==> src/rtl/rom_loader.sv <==
`default_nettype none
// ============================================================================
//  Module   : rom_loader
//  Purpose  : Write-side front end for the 128 KB game ROM in external async
//             SRAM. Accepts 32-bit words from the bridge download path and
//             emits four big-endian byte writes per word, each with setup,
//             write-strobe and hold phases. Reports when the download drains.
//  Revision : 1.0 - initial release
// ============================================================================
module rom_loader #(
   parameter logic [31:0] BASE_ADDR = 32'h0000_0000,
   parameter int          WE_CYCLES = 2
) (
   input  logic        clk,
   input  logic        reset,
   input  logic        wr_valid,
   input  logic [31:0] wr_addr,
   input  logic [31:0] wr_data,
   output logic        wr_ready,
   input  logic        dl_done,
   output logic        rom_wr_en,
   output logic [14:0] rom_addr,
   output logic [1:0]  rom_bank,
   output logic [7:0]  rom_din,
   output logic        load_busy,
   output logic        rom_ready,
   output logic        overflow,
   output logic [17:0] bytes_written
);

   typedef enum logic [1:0] {
      S_IDLE   = 2'd0,
      S_SETUP  = 2'd1,
      S_STROBE = 2'd2,
      S_HOLD   = 2'd3
   } state_t;

   localparam logic [3:0]  STROBE_LAST = 4'(WE_CYCLES - 1);
   localparam logic [31:0] WINDOW      = 32'h0002_0000;
   localparam logic [17:0] BYTES_MAX   = 18'd131072;

   state_t      state;
   state_t      next_state;
   logic        xfer;

   // one-word holding slot between the bridge and the byte sequencer
   logic        pend_valid;
   logic [31:0] pend_word;
   logic [14:0] pend_off;

   // word currently being written out
   logic [31:0] work_word;
   logic [14:0] work_off;
   logic [1:0]  byte_idx;
   logic [1:0]  next_idx;
   logic [3:0]  we_cnt;

   logic        done_req;

   logic [31:0] win_off;
   logic        in_win;
   logic        accept;
   logic        ovf_hit;
   logic        drain;

   // big-endian lane select: index 0 is the most significant byte
   function automatic logic [7:0] pick_byte(input logic [31:0] word,
                                            input logic [1:0]  idx);
      logic [7:0] b;
      case (idx)
         2'd0:    b = word[31:24];
         2'd1:    b = word[23:16];
         2'd2:    b = word[15:8];
         default: b = word[7:0];
      endcase
      return b;
   endfunction

   assign win_off  = wr_addr - BASE_ADDR;
   assign in_win   = (win_off < WINDOW);
   assign accept   = wr_valid && in_win && !pend_valid && !rom_ready;
   assign ovf_hit  = wr_valid && in_win &&  pend_valid && !rom_ready;
   assign drain    = done_req && (state == S_IDLE) && !pend_valid;
   assign next_idx = byte_idx + 2'd1;
   assign wr_ready = !pend_valid;

   // state register; async reset also drops the write strobe immediately
   always_ff @(posedge clk or posedge reset) begin
      if (reset) state <= S_IDLE;
      else       state <= next_state;
   end

   // next-state, transfer decision and write-enable decode
   always_comb begin
      next_state = state;
      xfer       = 1'b0;
      rom_wr_en  = 1'b0;
      case (state)
         S_IDLE: begin
            if (pend_valid) begin
               xfer       = 1'b1;
               next_state = S_SETUP;
            end
         end
         S_SETUP: next_state = S_STROBE;
         S_STROBE: begin
            rom_wr_en = 1'b1;
            if (we_cnt == STROBE_LAST) next_state = S_HOLD;
         end
         S_HOLD: begin
            if (byte_idx != 2'd3) begin
               next_state = S_SETUP;
            end else if (pend_valid) begin
               xfer       = 1'b1;
               next_state = S_SETUP;
            end else begin
               next_state = S_IDLE;
            end
         end
         default: next_state = S_IDLE;
      endcase
   end

   // pending slot: load on accept, empty on transfer, flag dropped words
   always_ff @(posedge clk or posedge reset) begin
      if (reset) begin
         pend_valid <= 1'b0;
         pend_word  <= 32'd0;
         pend_off   <= 15'd0;
         overflow   <= 1'b0;
      end else begin
         if (accept) begin
            pend_valid <= 1'b1;
            pend_word  <= wr_data;
            pend_off   <= win_off[16:2];
         end else if (xfer) begin
            pend_valid <= 1'b0;
         end
         if (ovf_hit) overflow <= 1'b1;
      end
   end

   // work word, byte index and SRAM address/data; these change only on SETUP entry
   always_ff @(posedge clk or posedge reset) begin
      if (reset) begin
         work_word <= 32'd0;
         work_off  <= 15'd0;
         byte_idx  <= 2'd0;
         rom_bank  <= 2'd0;
         rom_addr  <= 15'd0;
         rom_din   <= 8'd0;
      end else if (xfer) begin
         work_word              <= pend_word;
         work_off               <= pend_off;
         byte_idx               <= 2'd0;
         {rom_bank, rom_addr}   <= {pend_off, 2'd0};
         rom_din                <= pend_word[31:24];
      end else if ((state == S_HOLD) && (byte_idx != 2'd3)) begin
         byte_idx               <= next_idx;
         {rom_bank, rom_addr}   <= {work_off, next_idx};
         rom_din                <= pick_byte(work_word, next_idx);
      end
   end

   // strobe length counter, cleared whenever the strobe is not active
   always_ff @(posedge clk or posedge reset) begin
      if (reset)                  we_cnt <= 4'd0;
      else if (state == S_STROBE) we_cnt <= we_cnt + 4'd1;
      else                        we_cnt <= 4'd0;
   end

   // completed-byte counter, saturating at the full 128 KB
   always_ff @(posedge clk or posedge reset) begin
      if (reset)
         bytes_written <= 18'd0;
      else if ((state == S_HOLD) && (bytes_written != BYTES_MAX))
         bytes_written <= bytes_written + 18'd1;
   end

   // download-finished handshake: hand SRAM over once everything has drained
   always_ff @(posedge clk or posedge reset) begin
      if (reset) begin
         done_req  <= 1'b0;
         rom_ready <= 1'b0;
         load_busy <= 1'b1;
      end else begin
         if (dl_done) done_req <= 1'b1;
         if (drain) begin
            rom_ready <= 1'b1;
            load_busy <= 1'b0;
         end
      end
   end

endmodule
`default_nettype wire

==> config.mk <==
export PLATFORM = sky130hd
export DESIGN_NAME = rom_loader
export DESIGN_NICKNAME = d
export VERILOG_FILES = /design/src/rtl/rom_loader.sv
export SDC_FILE = /design/constraint.sdc
export NUM_CORES = 1
export LEC_CHECK = 0
export ABC_AREA = 1
export ABC_CLOCK_PERIOD_IN_PS = 7100
export CAP_MARGIN = 30
export CORE_MARGIN = 2
export CORE_UTILIZATION = 46
export CTS_BUF_LIST = sky130_fd_sc_hd__clkbuf_16
export DETAILED_ROUTE_END_ITERATION = 7
export GPL_ROUTABILITY_DRIVEN = 0
export GPL_TIMING_DRIVEN = 0
export PLACE_DENSITY = 0.74
export SYNTH_ARGS = -nofsm -noshare
export SYNTH_HDL_FRONTEND = slang
export SYNTH_SLANG_ARGS = --single-unit
==> constraint.sdc <==
create_clock -name clk -period 7.1 [get_ports clk]
set_input_delay 1.42 -clock clk [delete_from_list [all_inputs] [get_ports clk]]
set_output_delay 1.42 -clock clk [all_outputs]
set_load 0.01 [all_outputs]
==> results.md <==
* Status: finished clean
* Worst-path cell chain: inv_1, ha_1, clkdlybuf4s50_1
* Fmax achieved at roughly 320 MHz
* Hold Buf Count CTS at 0
* Clock-pin slew on the worst setup and hold paths at ~60 ps
* Slew HR at approximately 65%
* Top cell type by total area after synthesis: dfrtp_1
* Die Y at around 120 um
* Post-synth top flop: dfrtp_1
* Xor/xnor share of the synthesized area at under 10%
* Post-route ant nets at 0
* Fin. Hold Viols at 0
* Cts repair resizes at 0
* Worst path max stage delay at 560 ps
* Least-Margin Pin Slew at about 530 ps
* Post-synthesis simple-gate area fraction at between 20% and 30%
* Mapped Cells at slightly below 800
* Post-Syn Nets at around 880
* I/O pin cnt at roughly 120
* DR iter-0 viols at between 500 and 600
* Hold WS at between 400 and 500 ps
* Hold path endpoint: load_busy$_DFFE_PP1P_
* Post-Synth Adder-Cell Area at approximately 2.2%
* Worst path slowest cell: clkdlybuf4s50_1
* Port Buf Inserts at 113
* CP required at between 5000 and 6000 ps
* Crit Path Class: register to output port
* Delay-heaviest family, CP: buffers and inverters
* Worst Path Buf+Inv at 2
* Drt drc at 0
* Overall global routing resource usage at around 21%
* Htree depth at 4
* Total iterations of the first detailed-routing run at 5
* Register bit total from synthesis at between 100 and 150
* Leakage at 4.29 nW
* Compound-gate portion of the synthesized area at about a tenth
* Max VDD drop at ~190 uV
* Hold_sp: done_req$_DFFE_PP0P_
* Critical-path maximum fanout at 6
* Cell Rows at 44
* Pre-CTS setup slack at 3900 ps
* Fin crit share at between 40% and 50%
* Largest family of logic cells by synthesized area: simple AND/OR/NAND/NOR gates
* CTS tree: done
* GRT Max-Usage Layer: met2
* Setup slack, reg-to-reg at between 5000 and 6000 ps
* Synth top area cells: dfrtp_1, nand2_1, nor2_1
* Type of the worst min-delay path: register to register
* Initial antenna violation count at 0
* Final setup violating endpoints at 0
* Vias at 5348
* Worst Slack Setup Final at ~4000 ps
* Num CTS Buffers at 17
* Synth warn at 0
* Post-detail-place hpwl at between 10000 and 15000 um
* Global-route wire length before repair at between 20000 and 30000 um
* Die Area at around 16000 sq um
* GR Util met2 at 33.7%
* Most common cell in the netlist: nand2_1
* Minimum clock period at around 3100 ps
* Multi-input logic area at between 2000 and 2500 sq um
* Gr ovfl total at 0
* Yosys cell types at 31
* RSZ-0062 raised after global routing: false
* Async set-reset flop share out of synthesis at 100%
* Clock latency on the worst-skew pair at around 420 ps
* Fin util at 60.5%
* Placeable Area at 14400 sq um
* Mapped cell area at between 6000 and 7000 sq um
* Stages on the worst setup path at 3
* Top cell type's share of synthesized area at a little over half
* Vias in the first global route at approximately 5300
* Max_cap viols at 0
* Area Overhead vs Synth at 29.8%
* Inserted Diodes at 0
* Clk sinks at approximately 150
* RR Endpoint: rom_din[1]$_DFFE_PP0P_
* WP data arrival at roughly 1700 ps
* R2R Path Start: rom_addr[0]$_DFFE_PP0P_
* Share of cells above drive strength 1 at under 10%
* Initial Util at between 40% and 50%
* CP Capture Type: output port
* Synth cell count leaders: nand2_1, dfrtp_1, nor2_1
* Post-synthesis mux area share at 0%
* WL/cell at 13.3 um
* GR Util met3 at under 10%
* Clk_skew at between 6 and 7 ps
* Die width at 125 um
* FF+latch area at around 3700 sq um
* CTS Root Cell: clkbuf_16
* Met1 Use GR at ~28%
* Vias per inst at roughly 4.8
* Power Density at ~300 nW/um^2
* Nets at roughly 1000
* Syn Area/Cell at around 8.5 sq um
* CP Launch Type: register
* Hold path depth at 1
* Final Max Tran Viols at 0
* Post-CTS Setup Bufs at 0
* Sequential-to-total area share from yosys stat at between 50% and 60%
* # fillers at about 1300
* Post-synth EDFFs at 0
* Cell count of the worst reg-to-reg path at 10
* Clk buf depth at 2
* Largest net degree at the start of global routing at 100
* Final WL at around 15000 um
[per-stage QoR]
step                      area (sq um)  setup TNS, ps  cells  power, mW
after floorplan                   6730              0    796       1.38
final                             8730              0   1125       2.60
after detailed placement          8120              0   1094       1.67
after CTS                         8730              0   1125       2.62
after global placement            8090         -45330   1093       1.66
after global routing              8730              0   1125       2.74
[worst register-to-register path: cells and delay by family (launching register included)]
family	cells	cell delay, ps
DFF	1	440
AOI/OAI and AO/OA	1	150
adders and majority gates	1	180
buffers and inverters	2	440
and+or+nand+nor	6	640
[flip-flops by register name, indices dropped and copies added, names as in the netlist, 4 cells and up]
| signal | count |
|---|---|
| pend_word | 32 |
| work_word | 32 |
| bytes_written | 18 |
| pend_off | 15 |
| rom_addr | 15 |
| work_off | 15 |
| rom_din | 8 |
| we_cnt | 4 |
[layout by cell type, fill, tap and decap left out, types with 2 or more instances in the layout]
cell type        count
o21ai_0             47
nor2_1              87
inv_6                3
nand2_1            269
clkbuf_1             9
clkbuf_16           17
nand3_1             11
dfrtp_1            147
or2_1                2
a31oi_1             16
nand4_1              5
o21ai_1             34
bufinv_16            4
buf_2               11
ha_1                12
a21oi_1              2
buf_4                2
o21ai_2              9
xor2_1               4
buf_6               13
nor2_2               2
a211oi_1             7
inv_2                3
xnor2_1              9
inv_1               87
clkinv_4             3
clkdlybuf4s50_1    113
[power breakdown]
part | switching, mW | internal, mW
sequential | 0.0671 | 0.933
clock | 0.352 | 0.585
combinational | 0.344 | 0.315
total | 0.763 | 1.83
[metal layers]
metal	vias up	part of all wire (%)	wire length, um
met3	23	3.8	563
li1	2738	-	-
met2	124	48	7240
met1	2463	46	6930
met5	-	0	0
met4	0	1.7	256
[area by class of cell]
type / count / area share (%)
Sequential cell: 148 / 42.4
Multi-Input combinational cell: 524 / 27.9
Timing Repair Buffer: 114 / 13.3
Clock buffer: 17 / 4.87
Inverter: 89 / 3.88
Buffer: 35 / 2.87
Tap cell: 184 / 2.64
Clock inverter: 14 / 2.15
[worst max path at each step]
stage,endpoint,startpoint
2_1_floorplan,bytes_written[0]$_DFFE_PP0P_,reset
3_3_place_gp,pend_word[15]$_DFFE_PP0P_,reset
3_5_place_dp,pend_word[10]$_DFFE_PP0P_,wr_valid
4_1_cts,rom_wr_en,state[0]$_DFFE_PP0P_
5_1_grt,rom_wr_en,state[0]$_DFFE_PP0P_
6_report,rom_wr_en,state[0]$_DFFE_PP0P_
[cells by family (layout without fill, tap and decap cells)]
logic type               count (synthesis)  in the layout
AO/OA/AOI/OAI                          116            116
XOR/XNOR                                14             14
adder cells (fa/ha/maj)                 12             12
buffers and inverters                  124            269
flip-flops                             148            148
AND/OR/NAND/NOR                        382            382
(Power assumes the default switching activity.)
